<file path="src/rtl/register_file_sb.sv">
// Register file with two registered read ports, one write-back port and a
// pending-write scoreboard that stalls reads of reserved registers.
module register_file_sb #(
    parameter int unsigned W        = 16,
    parameter int unsigned DEPTH    = 4,
    parameter bit          ZERO_REG = 1'b0,
    localparam int unsigned AW      = $clog2(DEPTH)
) (
    input  logic             clk,
    input  logic             rst,
    input  logic             wr_en,
    input  logic [AW-1:0]    wr_addr,
    input  logic [W-1:0]     wr_data,
    input  logic             rd_en,
    input  logic [AW-1:0]    rd_addr_1,
    input  logic [AW-1:0]    rd_addr_2,
    input  logic             rsv_en,
    input  logic [AW-1:0]    rsv_addr,
    output logic [W-1:0]     rd_data_1,
    output logic [W-1:0]     rd_data_2,
    output logic             rd_valid,
    output logic             stall,
    output logic [DEPTH-1:0] pending,
    output logic             rsv_conflict
);

    logic [W-1:0]     regs_q [DEPTH];
    logic [W-1:0]     regs_d [DEPTH];
    logic [DEPTH-1:0] pending_q, pending_d;
    logic [W-1:0]     rd_data_1_q, rd_data_1_d;
    logic [W-1:0]     rd_data_2_q, rd_data_2_d;
    logic             rd_valid_q, rd_valid_d;
    logic             rsv_conflict_q, rsv_conflict_d;

    logic wr_eff;
    logic rsv_eff;
    logic hazard_1;
    logic hazard_2;
    logic accept;
    logic [W-1:0] src_1;
    logic [W-1:0] src_2;

    // Writes and reserves aimed at a hardwired zero register are dropped.
    always_comb begin
        wr_eff  = wr_en;
        rsv_eff = rsv_en;
        if (ZERO_REG && (wr_addr == '0)) begin
            wr_eff = 1'b0;
        end
        if (ZERO_REG && (rsv_addr == '0)) begin
            rsv_eff = 1'b0;
        end
    end

    // A write landing this cycle resolves the hazard on its destination.
    always_comb begin
        hazard_1 = pending_q[rd_addr_1] && !(wr_en && (wr_addr == rd_addr_1));
        hazard_2 = pending_q[rd_addr_2] && !(wr_en && (wr_addr == rd_addr_2));
        stall    = rd_en && (hazard_1 || hazard_2);
        accept   = rd_en && !stall;
    end

    always_comb begin
        if (ZERO_REG && (rd_addr_1 == '0)) begin
            src_1 = '0;
        end else if (wr_en && (wr_addr == rd_addr_1)) begin
            src_1 = wr_data;
        end else begin
            src_1 = regs_q[rd_addr_1];
        end

        if (ZERO_REG && (rd_addr_2 == '0)) begin
            src_2 = '0;
        end else if (wr_en && (wr_addr == rd_addr_2)) begin
            src_2 = wr_data;
        end else begin
            src_2 = regs_q[rd_addr_2];
        end
    end

    always_comb begin
        for (int i = 0; i < DEPTH; i++) begin
            regs_d[i] = regs_q[i];
        end
        if (wr_eff) begin
            regs_d[wr_addr] = wr_data;
        end

        // Clear on write-back first so a same-edge reserve wins.
        pending_d = pending_q;
        if (wr_eff) begin
            pending_d[wr_addr] = 1'b0;
        end
        if (rsv_eff) begin
            pending_d[rsv_addr] = 1'b1;
        end
        if (ZERO_REG) begin
            pending_d[0] = 1'b0;
        end

        rsv_conflict_d = rsv_eff && pending_q[rsv_addr] && !(wr_eff && (wr_addr == rsv_addr));

        rd_valid_d  = accept;
        rd_data_1_d = rd_data_1_q;
        rd_data_2_d = rd_data_2_q;
        if (accept) begin
            rd_data_1_d = src_1;
            rd_data_2_d = src_2;
        end
    end

    always_ff @(posedge clk) begin
        if (rst) begin
            for (int i = 0; i < DEPTH; i++) begin
                regs_q[i] <= '0;
            end
            pending_q      <= '0;
            rd_data_1_q    <= '0;
            rd_data_2_q    <= '0;
            rd_valid_q     <= 1'b0;
            rsv_conflict_q <= 1'b0;
        end else begin
            for (int i = 0; i < DEPTH; i++) begin
                regs_q[i] <= regs_d[i];
            end
            pending_q      <= pending_d;
            rd_data_1_q    <= rd_data_1_d;
            rd_data_2_q    <= rd_data_2_d;
            rd_valid_q     <= rd_valid_d;
            rsv_conflict_q <= rsv_conflict_d;
        end
    end

    assign rd_data_1    = rd_data_1_q;
    assign rd_data_2    = rd_data_2_q;
    assign rd_valid     = rd_valid_q;
    assign pending      = pending_q;
    assign rsv_conflict = rsv_conflict_q;

endmodule

</file>
<file path="config.mk">
export PLATFORM = sky130hd
export DESIGN_NAME = register_file_sb
export DESIGN_NICKNAME = d
export VERILOG_FILES = /design/src/rtl/register_file_sb.sv
export SDC_FILE = /design/constraint.sdc
export NUM_CORES = 1
export LEC_CHECK = 0
export BUFFER_PORTS_ARGS = -buffer_cell sky130_fd_sc_hd__buf_2
export CAP_MARGIN = 20
export CORE_UTILIZATION = 50
export DETAILED_ROUTE_END_ITERATION = 12
export GPL_TIMING_DRIVEN = 1
export PLACE_DENSITY_LB_ADDON = 0.15
export SLEW_MARGIN = 30
export SYNTH_ARGS = -nofsm -noshare
export SYNTH_HDL_FRONTEND = slang
export SYNTH_SLANG_ARGS = --single-unit
</file>
<file path="constraint.sdc">
create_clock -name clk -period 7 [get_ports clk]
set_input_delay 2.1 -clock clk [delete_from_list [all_inputs] [get_ports clk]]
set_output_delay 2.1 -clock clk [all_outputs]
set_load 0.1 [all_outputs]
</file>
==> flow_summary.yaml, run 1 <==
setup_path:
  crit_type: "primary input to output port"
  cp_top_family: "buffers and inverters"
  cp.required_ps: 4900
  critPathMaxFanout: 18
  worst-path-buf-inv: 2
  path_depth: 5
  arrival_ps: 3790
  end_kind: "output port"
  r2r_cells: 5
  critPathMaxStageDelay_ps: 500
  cp_cell_sequence: "buf_2 -> mux4_2 -> o31ai_4 -> a21boi_1 -> buf_2"
  cp-start-kind: "primary input"
  crit_path_top_delay_cell: "buf_2"
  cp_common_cell: "buf_2"
floorplan:
  row_count: 36
  die_h_um: 104
  die_w_um: 104
  core_area_um2: 9950
  start_util_pct: 52.3
  boundaryPins: 68
  die-area_um2: 10800
timing:
  finalSetupViolations: 0
  drv_slew: 0
  fin_crit_ps: 5890
  slew_headroom_pct: 41.7
  tns_ps: 0
  worstMarginPinSlew_ps: 873
  max_freq_mhz: 170
  rsz0062_at_grt: "no"
  hold_viol_final: 0
  holdWs_ps: 471
  post-route-period-util_pct: 84.2
  clock-skew-final_ps: 9.16
logic_synthesis:
  ys.flop_type: "dfxtp_1"
  ys_types: 36
  yosys_warnings: 0
  ys_seq_area_share_pct: 39.2
  synth_area_um2: 5210
  ys_ff_latch: 102
  syn_inst: 512
  avgSynthCellArea_um2: 10.2
  async_flop_share_pct: 0
  syn_nets: 541
  synth_enable_flop_cells: 0
placement:
  gp_congestion: 0.837
  portBuffers: 67
  dp_hpwl_um: 8520
routing:
  route.detailed.drc: 0
  wl_um: 12900
  drt_iter0_drc: 253
  via_per_inst: 5.92
  via_count: 4070
  dr.pass1.iters: 4
  wl_per_cell_um: 18.8
  ant_nets: 0
power_and_ir_drop:
  p_leak_nw: 1.98
  seqPwrFrac_pct: 47.6
  p_switching_uw: 477
  swShare_pct: 36.1
  p_comb_share_pct: 26.6
  p_per_area_nw_per_um2: 234
  pwr-share-clk_pct: 25.8
  p_int_uw: 846
  vdd_ir_drop_max_mv: 0.0920
cts:
  post-cts-setup-buffer-count: 0
  clock_latency_ps: 370
  cts.sinks: 102
  htreeDepth: 3
  root_buffer: "clkbuf_8"
  path_clk_slew_ps: 90
  tritoncts: "done"
  cts_hold_buffers: 0
  cts_resized: 0
  cts-buffers-inserted: 9
  ctsLongestPathBuffers: 2
final_layout:
  drive_above_1_share_pct: 30.3
  finalNetCount: 580
  layout_common_cells: "nand2_1, dfxtp_1, a21oi_1, buf_2, mux4_2"
  areaGrowthSynthToFinish_pct: 8.57
  nFillCells: 882
  layout_commonest_cell: "nand2_1"
  utilization_pct: 56.8
  n_antenna_cell: 0
run:
  maxCapViolCount: 0
status:
  status: "completed"
global_routing:
  grt_pass1_wl_um: 21100
  grt_use_total_pct: 25.0
  grt_max_degree: 61
  grt_overflow_total: 0
  antenna_found_initial: 0
  grt_pass1_vias: 3880
worst_hold_path:
  min_path_type: "flip-flop to flip-flop"
  hold_depth: 2
stage by stage:
stage,cell area (µm²),total power [mW],std cells,setup slack [ps]
floorplan,5210,0.936,512,588
detailed placement,5480,0.994,673,1090
CTS,5660,1.33,688,1080
global route,5660,1.38,688,986
global placement,5450,0.986,671,1080
finish,5660,1.32,688,1110
power by group through the flow:
stage	combinational [mW]	clock, mW	sequential [mW]
global placement	0.345	0	0.642
detailed placement	0.350	0	0.643
CTS	0.352	0.351	0.630
finish	0.352	0.341	0.630
floorplan	0.161	0	0.775
global route	0.369	0.376	0.634
cell type report:
type / instances / area [µm²] / area share (%)
Clock buffer: 12 / 155 / 2.74
Multi-Input combinational cell: 358 / 2830 / 50.0
Sequential cell: 102 / 2040 / 36.1
Timing Repair Buffer: 78 / 435 / 7.70
Clock inverter: 3 / 20.0 / 0.354
Tap cell: 133 / 166 / 2.94
Inverter: 2 / 7.51 / 0.133
state kept, by name, indices dropped and copies added (netlist names):
name and flops:
regs_q 64, rsv_conflict 1, rd_data_2 16, rd_valid 1, rd_data_1 16, pending 4
cells in the mapped netlist, types with 2 or more instances:
cell type    n  share of area (%)
a32oi_1      2               0.34
buf_12       3                1.2
buf_6        5                1.1
buf_4        7                1.0
mux4_1       2                1.0
nand3_1      2               0.19
a31oi_1     32                3.8
mux4_2      33                 14
a211oi_2    30                7.2
mux2i_1     32                6.1
nor2_1       6               0.43
xnor2_1      2               0.34
xor2_2       4                1.2
o31ai_4      2               0.82
a211oi_1     2               0.29
clkbuf_1    25                1.8
buf_8        3               0.86
nand2_1    130                9.4
nor3_4       2               0.62
a21oi_1     66                6.3
buf_2        6               0.58
dfxtp_1    102                 39
metal layers:
| layer | vias to the layer above | part of all wire [%] | track usage, % |
|---|---|---|---|
| li1 | 1936 | - | - |
| met1 | 1990 | 47 | 35.2 |
| met2 | 129 | 46 | 39.3 |
| met3 | 15 | 5.1 | 3.51 |
| met4 | 0 | 1.5 | 8.67 |
| met5 | - | 0 | 0 |
worst register-to-register path, cell delays in order (launching register included):
cell,delay (ps)
dfxtp_1,370
mux4_2,530
o31ai_4,90
buf_4,360
and3_4,600
a211oi_2,150
cells by family after synthesis:
family,synth area share (%)
and+or+nand+nor,12.1
AOI/OAI and AO/OA,19.0
DFF,39.2
muxes,21.4
buffers and inverters,6.70
xor gates and xnor gates,1.59
path summary, 6_finish.rpt:
check / from / to / slack [ps]
max: rd_addr_1[0] / stall / 1110
min: regs_q[1][10] / regs_q[1][10] / 470
max reg2reg: pending[3] / rd_data_2[15] / 4760
min reg2reg: regs_q[1][10] / regs_q[1][10] / 470
(Power assumes the default switching activity.)
==> run 2: changes to the inputs <==
--- a/config.mk
+++ b/config.mk
@@ -5,6 +5,7 @@
 export SDC_FILE = /design/constraint.sdc
 export NUM_CORES = 1
 export LEC_CHECK = 0
+export ABC_AREA = 1
 export BUFFER_PORTS_ARGS = -buffer_cell sky130_fd_sc_hd__buf_2
 export CAP_MARGIN = 20
 export CORE_UTILIZATION = 50
==> constraint.sdc (replaced) <==
create_clock -name clk -period 5.25 [get_ports clk]
set_input_delay 1.575 -clock clk [delete_from_list [all_inputs] [get_ports clk]]
set_output_delay 1.575 -clock clk [all_outputs]
set_load 0.1 [all_outputs]
==> run 2 against run 1 <==
  * Clock power is 45% higher
  * Routed wire length is 6.0% higher
  * Combinational power rose by 51%
  * Design area is 1.3% higher
  * Critical path depth up 3
  * Highest routed layer unchanged
  * Count of clock-buffer cells in the layout fell by 2
  * Sequential power is 35% higher
  * Sequential share of layout area is 0.47 points lower
  * Die area shrank 0.66%
==> flow_summary.yaml, run 2 <==
final_layout:
  largest_reg_flops: 64
  n_antenna_cell: 0
  layout_commonest_cell: "nand2_1"
  regMostFlops: "regs_q"
  drive_above_1_share_pct: 12.2
  finalNetCount: 852
  areaGrowthSynthToFinish_pct: 10.7
  fin_cells: 961
  utilization_pct: 57.8
  layout_common_cells: "nand2_1, dfxtp_1, o21ai_0, inv_1, a21oi_1"
setup_path:
  cp-start-kind: "primary input"
  cp.required_ps: 3680
  crit_type: "primary input to output port"
  r2r_cells: 9
  end_kind: "output port"
  r2r-end: "rd_data_2[10]"
  timing.rr.start: "pending[3]"
  crit_end: "stall"
  critPathLaunch: "rd_addr_2[1]"
  arrival_ps: 3020
  r2r_slack_ps: 3360
  critPathMaxFanout: 19
logic_synthesis:
  yosys_warnings: 0
  ys_ff_latch: 102
  synth_top_area_share_pct: 39.5
  synth_top_area_cell: "dfxtp_1"
  ys.flop_type: "dfxtp_1"
  ys_types: 23
  avgSynthCellArea_um2: 6.56
  synth_enable_flop_cells: 0
  ys_seq_area_share_pct: 39.5
  synth_most_common_cell: "nand2_1"
  synth_area_um2: 5170
  syn_inst: 789
  synth_common_cells: "nand2_1, dfxtp_1, o21ai_0, inv_1, a21oi_1"
  synth_area_leaders: "dfxtp_1, nand2_1, o21ai_0, o211ai_1, a21oi_1"
  syn_nets: 818
  async_flop_share_pct: 0
cts:
  path_clk_slew_ps: 90
  clock_latency_ps: 370
  root_buffer: "clkbuf_8"
  htreeDepth: 3
  tritoncts: "done"
  cts_resized: 0
  cts_hold_buffers: 0
  cts-buffers-inserted: 9
  ctsLongestPathBuffers: 2
  post-cts-setup-buffer-count: 0
  cts.sinks: 102
routing:
  route.detailed.drc: 0
  via_per_inst: 5.31
  via_count: 5103
  wl_per_cell_um: 14.3
  drt_iter0_drc: 349
  wl_um: 13700
  ant_nets: 0
  dr.pass1.iters: 5
floorplan:
  start_util_pct: 52.2
  core_area_um2: 9910
  die-area_um2: 10800
  boundaryPins: 68
  die_h_um: 104
  die_w_um: 104
  row_count: 36
timing:
  tns_ps: 0
  holdWs_ps: 490
  finalSetupViolations: 0
  fin_crit_ps: 4590
  max_freq_mhz: 218
  slew_headroom_pct: 62.5
  fin_ws_ps: 659
  clock-skew-final_ps: 12.9
  worstMarginPinSlew_ps: 562
  drv_slew: 0
  rsz0062_at_grt: "no"
  post-route-period-util_pct: 87.4
  hold_viol_final: 0
global_routing:
  use_met1_pct: 40.5
  grt_pass1_vias: 4499
  antenna_found_initial: 0
  grt_overflow_total: 0
  gr-usage-met2_pct: 36.4
  grt_busiest_layer: "met1"
  groute.layer.met3.usage_pct: 3.02
  grt_pass1_wl_um: 22500
  grt_max_degree: 50
  grt_use_total_pct: 26.2
run:
  maxCapViolCount: 0
power_and_ir_drop:
  p_leak_nw: 2.78
  p_per_area_nw_per_um2: 328
  vdd_ir_drop_max_mv: 0.159
placement:
  post-place-cells: 945
  dp_hpwl_um: 9430
  gp_congestion: 0.840
  portBuffers: 67
  pre_cts_ws_ps: 726
status:
  status: "completed"
worst_hold_path:
  min_path_type: "flip-flop to flip-flop"
[run 2: cell families after synthesis]
group                  after synthesis  synth area share, %
AND/OR/NAND/NOR                    299                 22.2
AO/OA/AOI/OAI                      238                 26.2
XOR/XNOR                             1                0.169
buffers and inverters              149                 11.9
flip-flops                         102                 39.5
[run 2: worst min path at each step]
stage / slack, ps / cells after the start / to / start
finish: 490 / 2 / regs_q[3][15] / regs_q[3][15]
global placement: 470 / 2 / regs_q[3][15] / regs_q[3][15]
detailed placement: 480 / 2 / regs_q[3][9] / regs_q[3][9]
floorplan: 450 / 2 / regs_q[1][0] / regs_q[1][0]
CTS: 490 / 2 / regs_q[3][9] / regs_q[3][9]
global route: 520 / 2 / regs_q[3][9] / regs_q[3][9]
[run 2: cell type report]
cell class / count / area [µm²]
fillers: 1022 / 4180
inverters: 93 / 352
repair buffers: 79 / 440
well taps: 133 / 166
clock buffers: 10 / 128
multi-input cells: 538 / 2530
clock inverters: 6 / 70.1
flip-flops and latches: 102 / 2040
[run 2: metal layers]
metal / share of wire, % / vias up / wire, µm
li1: - / 2623 / -
met1: 52 / 2282 / 7190
met2: 40 / 176 / 5420
met3: 6.3 / 22 / 860
met4: 1.8 / 0 / 252
met5: 0 / - / 0
[run 2: report_power, final]
| group | internal [mW] | switching (mW) | total (mW) |
|---|---|---|---|
| Sequential | 0.827 | 0.0265 | 0.853 |
| Clock | 0.223 | 0.273 | 0.496 |
| Combinational | 0.116 | 0.416 | 0.532 |
| Total | 1.17 | 0.715 | 1.88 |
[run 2: metrics by stage]
step / area, µm² / power, mW
2_1_floorplan: 5170 / 1.30
3_3_place_gp: 5530 / 1.39
3_5_place_dp: 5530 / 1.40
4_1_cts: 5720 / 1.90
5_1_grt: 5730 / 1.98
6_report: 5730 / 1.88
[run 2: worst max-delay path, cell delays in order]
cell	delay (ps)
buf_2	390
inv_4	210
nand2_1	110
nand2_1	60
nand3_2	70
nand2_1	110
a21boi_1	270
buf_12	210
